## src/rtl/sv_alu_rp_pkg.sv

```systemverilog
// Shared definitions for the ALU result packer: header layout, FSM states
// and the header word builder.
package sv_alu_rp_pkg;

  localparam logic [7:0] HDR_TAG = 8'hA5;

  localparam int HDR_TAG_MSB = 31;
  localparam int HDR_TAG_LSB = 24;
  localparam int HDR_CNT_MSB = 23;
  localparam int HDR_CNT_LSB = 16;
  localparam int HDR_SEQ_MSB = 15;
  localparam int HDR_SEQ_LSB = 0;

  localparam int TS_WIDTH = 16;

  typedef enum logic [1:0] {
    IDLE    = 2'd0,
    HEADER  = 2'd1,
    PAYLOAD = 2'd2
  } state_t;

  function automatic logic [31:0] build_header(input logic [7:0] count,
                                               input logic [15:0] seq);
    logic [31:0] w;
    w = '0;
    w[HDR_TAG_MSB:HDR_TAG_LSB] = HDR_TAG;
    w[HDR_CNT_MSB:HDR_CNT_LSB] = count;
    w[HDR_SEQ_MSB:HDR_SEQ_LSB] = seq;
    return w;
  endfunction

endpackage

```

## src/rtl/alu_rp_fifo.sv

```systemverilog
// Single-clock result FIFO. A push and a pop in the same cycle are both
// honoured even when full: the freed head slot is the one being written.
module alu_rp_fifo #(
  parameter int WIDTH = 8,
  parameter int DEPTH = 16
) (
  input  logic                       clk,
  input  logic                       rst,
  input  logic                       push,
  input  logic                       pop,
  input  logic [WIDTH-1:0]           din,
  output logic [WIDTH-1:0]           dout,
  output logic [$clog2(DEPTH):0]     count,
  output logic                       full,
  output logic                       empty
);

  localparam int AW = $clog2(DEPTH);
  localparam logic [AW:0] DEPTH_C = (AW+1)'(DEPTH);

  logic [WIDTH-1:0] mem [DEPTH];
  logic [AW-1:0]    wr_ptr;
  logic [AW-1:0]    rd_ptr;

  // Storage array, written on every accepted push; contents need no reset.
  always_ff @(posedge clk) begin
    if (push) begin
      mem[wr_ptr] <= din;
    end
  end

  // Pointer and occupancy bookkeeping.
  always_ff @(posedge clk) begin
    if (!rst) begin
      wr_ptr <= '0;
      rd_ptr <= '0;
      count  <= '0;
    end else begin
      if (push) wr_ptr <= wr_ptr + 1'b1;
      if (pop)  rd_ptr <= rd_ptr + 1'b1;
      case ({push, pop})
        2'b10:   count <= count + 1'b1;
        2'b01:   count <= count - 1'b1;
        default: count <= count;
      endcase
    end
  end

  assign dout  = mem[rd_ptr];
  assign full  = (count == DEPTH_C);
  assign empty = (count == '0);

endmodule

```

## src/rtl/alu_result_packer.sv

```systemverilog
// ALU result packer: buffers ALU results and emits them as headered frames
// on a valid/ready stream, with overflow flagging and an end-of-test flush.
// Optional build macro ALU_RESULT_PACKER_TIMESTAMP_EN tags each payload word
// with a 16-bit free-running cycle stamp in bits [31:16].
//
// state   | meaning
// --------+-----------------------------------------------------------
// IDLE    | waiting for a full frame or a flush; signals flush completion
// HEADER  | presenting the header word (tag, count, sequence)
// PAYLOAD | presenting FIFO head words until the latched count is sent
module alu_result_packer
  import sv_alu_rp_pkg::*;
#(
  parameter int DATA_WIDTH = 8,
  parameter int OUT_WIDTH  = 32,
  parameter int FRAME_LEN  = 4,
  parameter int FIFO_DEPTH = 16
) (
  input  logic                  CLK,
  input  logic                  RST,
  input  logic [DATA_WIDTH-1:0] EX_ALU,
  input  logic                  EX_ALU_VLD,
  input  logic                  FLUSH,
  output logic [OUT_WIDTH-1:0]  TX_DATA,
  output logic                  TX_SOF,
  output logic                  TX_EOF,
  output logic                  TX_VLD,
  input  logic                  TX_RDY,
  output logic                  FLUSH_DONE,
  output logic                  OVERFLOW
);

`ifdef ALU_RESULT_PACKER_TIMESTAMP_EN
  localparam int FW = TS_WIDTH + DATA_WIDTH;
`else
  localparam int FW = DATA_WIDTH;
`endif
  localparam int CW = $clog2(FIFO_DEPTH) + 1;
  localparam logic [CW-1:0] FRAME_LEN_C = CW'(FRAME_LEN);
  localparam logic [7:0]    FRAME_LEN_N = 8'(FRAME_LEN);

  state_t          state;
  state_t          state_nx;
  logic [15:0]     seq;
  logic [7:0]      n_len;
  logic [7:0]      n_nx;
  logic [7:0]      remaining;
  logic            flush_pend;
  logic            done_set;
  logic            hdr_accept;
  logic            pop;
  logic            push;
  logic [FW-1:0]   fifo_din;
  logic [FW-1:0]   fifo_dout;
  logic [CW-1:0]   fifo_count;
  logic            fifo_full;
  logic            fifo_empty;

`ifdef ALU_RESULT_PACKER_TIMESTAMP_EN
  logic [TS_WIDTH-1:0] ts;

  // Free-running cycle stamp captured alongside each pushed result.
  always_ff @(posedge CLK) begin
    if (!RST) ts <= '0;
    else      ts <= ts + 1'b1;
  end

  assign fifo_din = {ts, EX_ALU};
`else
  assign fifo_din = EX_ALU;
`endif

  // A full FIFO still accepts a result when the head leaves in the same cycle.
  assign push = EX_ALU_VLD && (!fifo_full || pop);

  alu_rp_fifo #(
    .WIDTH (FW),
    .DEPTH (FIFO_DEPTH)
  ) u_fifo (
    .clk   (CLK),
    .rst   (RST),
    .push  (push),
    .pop   (pop),
    .din   (fifo_din),
    .dout  (fifo_dout),
    .count (fifo_count),
    .full  (fifo_full),
    .empty (fifo_empty)
  );

  // Next-state selection and stream outputs, all derived from registered state.
  always_comb begin
    state_nx   = state;
    n_nx       = n_len;
    done_set   = 1'b0;
    hdr_accept = 1'b0;
    pop        = 1'b0;
    TX_VLD     = 1'b0;
    TX_SOF     = 1'b0;
    TX_EOF     = 1'b0;
    TX_DATA    = '0;
    case (state)
      IDLE: begin
        if (fifo_count >= FRAME_LEN_C) begin
          n_nx     = FRAME_LEN_N;
          state_nx = HEADER;
        end else if (flush_pend && !fifo_empty) begin
          n_nx     = 8'(fifo_count);
          state_nx = HEADER;
        end else if (flush_pend) begin
          done_set = 1'b1;
        end
      end
      HEADER: begin
        TX_VLD  = 1'b1;
        TX_SOF  = 1'b1;
        TX_DATA = OUT_WIDTH'(build_header(n_len, seq));
        if (TX_RDY) begin
          hdr_accept = 1'b1;
          state_nx   = PAYLOAD;
        end
      end
      PAYLOAD: begin
        TX_VLD = 1'b1;
        TX_EOF = (remaining == 8'd1);
`ifdef ALU_RESULT_PACKER_TIMESTAMP_EN
        TX_DATA = OUT_WIDTH'({fifo_dout[FW-1:DATA_WIDTH],
                              16'(fifo_dout[DATA_WIDTH-1:0])});
`else
        TX_DATA = OUT_WIDTH'(fifo_dout);
`endif
        if (TX_RDY) begin
          pop = 1'b1;
          if (remaining == 8'd1) state_nx = IDLE;
        end
      end
      default: state_nx = IDLE;
    endcase
  end

  // State, frame bookkeeping, flush tracking and sticky overflow.
  always_ff @(posedge CLK) begin
    if (!RST) begin
      state      <= IDLE;
      seq        <= '0;
      n_len      <= '0;
      remaining  <= '0;
      flush_pend <= 1'b0;
      FLUSH_DONE <= 1'b0;
      OVERFLOW   <= 1'b0;
    end else begin
      state      <= state_nx;
      n_len      <= n_nx;
      FLUSH_DONE <= done_set;
      if (done_set)   flush_pend <= 1'b0;
      else if (FLUSH) flush_pend <= 1'b1;
      if (EX_ALU_VLD && fifo_full && !pop) OVERFLOW <= 1'b1;
      if (hdr_accept) remaining <= n_len;
      else if (pop)   remaining <= remaining - 8'd1;
      if (pop && remaining == 8'd1) seq <= seq + 16'd1;
    end
  end

endmodule

```

## config.mk

```make
export PLATFORM = sky130hd
export DESIGN_NAME = alu_result_packer
export DESIGN_NICKNAME = d
export VERILOG_FILES = /design/src/rtl/sv_alu_rp_pkg.sv /design/src/rtl/alu_rp_fifo.sv /design/src/rtl/alu_result_packer.sv
export SDC_FILE = /design/constraint.sdc
export NUM_CORES = 1
export LEC_CHECK = 0
export CAP_MARGIN = 15
export CORE_MARGIN = 2
export CORE_UTILIZATION = 37
export DETAILED_ROUTE_END_ITERATION = 8
export PLACE_DENSITY = 0.66
export SETUP_SLACK_MARGIN = 0.05
export SYNTH_ARGS = -nofsm -noshare
export SYNTH_HDL_FRONTEND = slang
export SYNTH_SLANG_ARGS = --single-unit
```

## constraint.sdc

```tcl
create_clock -name CLK -period 2.24 [get_ports CLK]
set_input_delay 0.448 -clock CLK [delete_from_list [all_inputs] [get_ports CLK]]
set_output_delay 0.448 -clock CLK [all_outputs]
set_load 0.02 [all_outputs]
```

==> parameters.txt <==
Parameter                              Value

GRT
  Via count of the first global-routing pass    4856
  Pin count of the biggest net entering global routing    28
  Gr usage total    15.66%
  Initial antenna violation count    0
  Global-route wire length before repair    26180 µm
  Grt total ovfl    0

Floorplanning
  Effective utilization at floorplan    37.94%
  Full die area    22050 µm²
  Count of boundary I/O pins    50
  Standard-cell rows    52
  Die width    148.5 µm
  Floorplan die height    148.5 µm
  Core footprint    20360 µm²

Yosys
  Per-instance average area after synthesis    14.10 µm²
  Share of Yosys cell area claimed by the top area cell type    49.75%
  Cell with the most instances after synthesis    edfxtp_1
  Post-synthesis xor/xnor area fraction    1.587%
  Largest family of logic cells by synthesized area    multiplexers
  Area share of fa/ha/maj cells after synthesis    1.943%
  Dominant synthesized flop cell    edfxtp_1
  Share of synthesized cell area in and, or, nand and nor gates    11.45%
  Share of synthesized flip-flops with an asynchronous set or reset    0%
  Top cells by instance count after synthesis    128 x edfxtp_1, 51 x dfxtp_1, 39 x nor2_1, 32 x mux4_2, 31 x nand2_1
  Post-synthesis compound-gate area fraction    5.733%
  Count of cell types in the netlist    52
  Netlist area before placement    7726 µm²
  Sequential element share of the synthesized area    62.96%
  Instance count of the mapped netlist    548
  Register bit count reported by yosys    179
  Mux cell area share after synthesis    12.96%
  Top post-synthesis cells by area    edfxtp_1 50%, dfxtp_1 13%, mux4_2 9.3%, mux2i_1 2.5%, ha_1 1.9%
  Number of flops mapped to enable cells by yosys    128
  Synth area leader    edfxtp_1
  Number of synthesis warnings    0

Power and ir drop
  IR Drop Worst-Case VDD    0.0006016 V
  Net Sw Frac    25.15%
  Internal power of the cells    5.350 mW
  Combinational group share of total power    7.7%
  Switch Pwr    1.797 mW
  Part of the power in the clock network    41.4%
  Power Dens Cells    751.4 nW/µm²
  Seq pwr share    50.9%
  Leak Pwr    3.279 nW

Setup path
  R2R setup slack    150 ps
  Largest stage delay on the critical path    510 ps
  Sort of element at the start of the critical path    flop
  Category of the critical setup timing path    flop to primary output
  Crit end category    primary output
  Critical-path maximum fanout    6
  Worst EP required    1790 ps
  Ordered list of cells on the worst path    buf_8 > mux4_2 > mux2_2 > a22oi_2 > o21ai_1 > buf_2
  Worst reg2reg startpoint    u_fifo.count[0]$_SDFFE_PN0P_
  CP max stage cell    mux4_2
  Depth of the most critical reg-to-reg path    5
  Arrival time worst endpoint    2180 ps

STA
  Number of hold violations in the final report    0
  Pins Over Slew Limit    0
  Transition time of the tightest slew-check pin    567.2 ps
  Slack of the critical path    -391.1 ps
  Fmax    0.3801 GHz
  Min Tclk post-route    2631 ps
  Period utilisation layout    117.5%
  Worst hold slack    460.0 ps
  Final count of negative-setup-slack endpoints    8
  RSZ-0062 raised after global routing    true
  Headroom to the max-slew limit    62.07%
  Post-Route Skew    9.355 ps

Final layout
  Fraction of layout cells with a size suffix above 1    28.57%
  Layout Nets    656
  Fin util    46.71%
  Area grow syn2layout    23.11%
  Post-route cell area    9512 µm²
  Diode count    0

Routing
  Detailed-route wire length    16840 µm
  Initial detailed-routing violation count    399
  Number of design rule violations left after detail routing    0
  Mean number of vias per cell    5.307
  Number of vias in the routed layout    4851
  Mean routed wirelength per cell    18.43 µm
  DR pass1 iterations    5
  Detail Route Antenna Nets    0

Run status
  Violated checks    setup timing
  Status    complete, but fails checks

Placed design
  Dpl hpwl    11040 µm
  Placer's final routability congestion estimate    0.7761
  Placed cell area    8726 µm²
  Quantity of I/O buffers inserted on ports    42

Clock tree
  Number of clock buffers inserted by TritonCTS    17
  Insertion delay to the later sink of the worst-skew pair    440 ps
  Largest buffer count on any clock path    2
  Clock root cell    clkbuf_16
  Clock transition at path regs    70 ps
  # clock sinks    179
  Post-CTS Hold Fix Bufs    0
  CTS tree    done
  Maximum level of the CTS H-tree    4

Hold path
  Number of cells traversed by the worst hold path    2
  Classification of the worst-slack hold path    flop to flop
  Worst Min Path Start    n_len[0]$_SDFFE_PN0P_

Run
  Max-cap violations    0
flip-flops by register name, indices dropped and copies added, names as in the netlist, named ones only:
register,cells
state,2
remaining,8
u_fifo.mem,128
seq,16
FLUSH_DONE,1
u_fifo.wr_ptr,4
flush_pend,1
u_fifo.rd_ptr,4
u_fifo.count,5
n_len,5
OVERFLOW,1
power groups by stage:
| stage | registers [mW] | logic [mW] | clock network [mW] |
|---|---|---|---|
| floorplan | 3.70 | 0.335 | 0 |
| global placement | 3.71 | 0.499 | 0 |
| detailed placement | 3.71 | 0.516 | 0 |
| CTS | 3.64 | 0.528 | 3.00 |
| global route | 3.64 | 0.603 | 3.15 |
| finish | 3.64 | 0.551 | 2.96 |
path summary, 6_finish.rpt:
check	endpoint
setup reg to reg	u_fifo.mem[12][7]$_DFFE_PP_
setup / recovery	TX_DATA[7]
hold reg to reg	n_len[0]$_SDFFE_PN0P_
hold / removal	n_len[0]$_SDFFE_PN0P_
per-layer routing:
layer | up-vias | track usage [%] | wire length [µm]
li1 | 2236 | - | -
met1 | 2435 | 21.03 | 7390
met2 | 168 | 25.51 | 8201
met3 | 12 | 4.141 | 1112
met4 | 0 | 3.952 | 138
met5 | - | 0 | 0
worst max-delay path: cells and delay by family (launching register included):
family                 cells  cell delay [ps]
muxes                      2              800
DFF                        1              400
buffers and inverters      2              310
AOI/OAI and AO/OA          2              230
cell usage in the layout, fill, tap and decap left out, types with 14 or more instances in the layout:
master / n
clkdlybuf4s50_1: 14
edfxtp_1: 128
nand2_1: 30
nor2_1: 38
a21oi_1: 19
mux2i_1: 17
and2_1: 14
mux4_2: 32
dfxtp_1: 50
clkbuf_16: 17
buf_4: 45
area by class of cell:
type / instances / area [µm²]
clock buffer: 18 / 429.2
tap: 270 / 337.8
inverter: 13 / 48.80
fill: 1753 / 10850
timing repair buffer: 98 / 890.9
clock inverter: 14 / 170.2
multi-input combinational: 322 / 2766
sequential: 179 / 4868
logic make-up after synthesis:
logic type               Yosys count
adder cells (fa/ha/maj)           12
multiplexers                      59
other                              1
AO/OA/AOI/OAI                     67
buffers and inverters             53
AND/OR/NAND/NOR                  163
flip-flops                       179
XOR/XNOR                          14
metrics by stage:
| stage | power (mW) | cells | setup WS (ps) | TNS, ps |
|---|---|---|---|---|
| 2_1_floorplan | 4.035 | 554 | -52.74 | -851.1 |
| 3_3_place_gp | 4.206 | 877 | -381.2 | -9708 |
| 3_5_place_dp | 4.229 | 877 | -396.4 | -11370 |
| 4_1_cts | 7.169 | 913 | -463.9 | -3360 |
| 5_1_grt | 7.399 | 914 | -454.9 | -3485 |
| 6_report | 7.147 | 914 | -391.1 | -2875 |
timing repair:
item | CTS | global route
hold endpoints to repair | 0 | 0
gates cloned | 2 | 0
setup buffers | 2 | 1
pin swaps | 3 | 2
endpoints found under the setup margin | 65 | 158
gates resized for setup | 109 | 40
No activity file was read; power rests on OpenSTA's default activity.
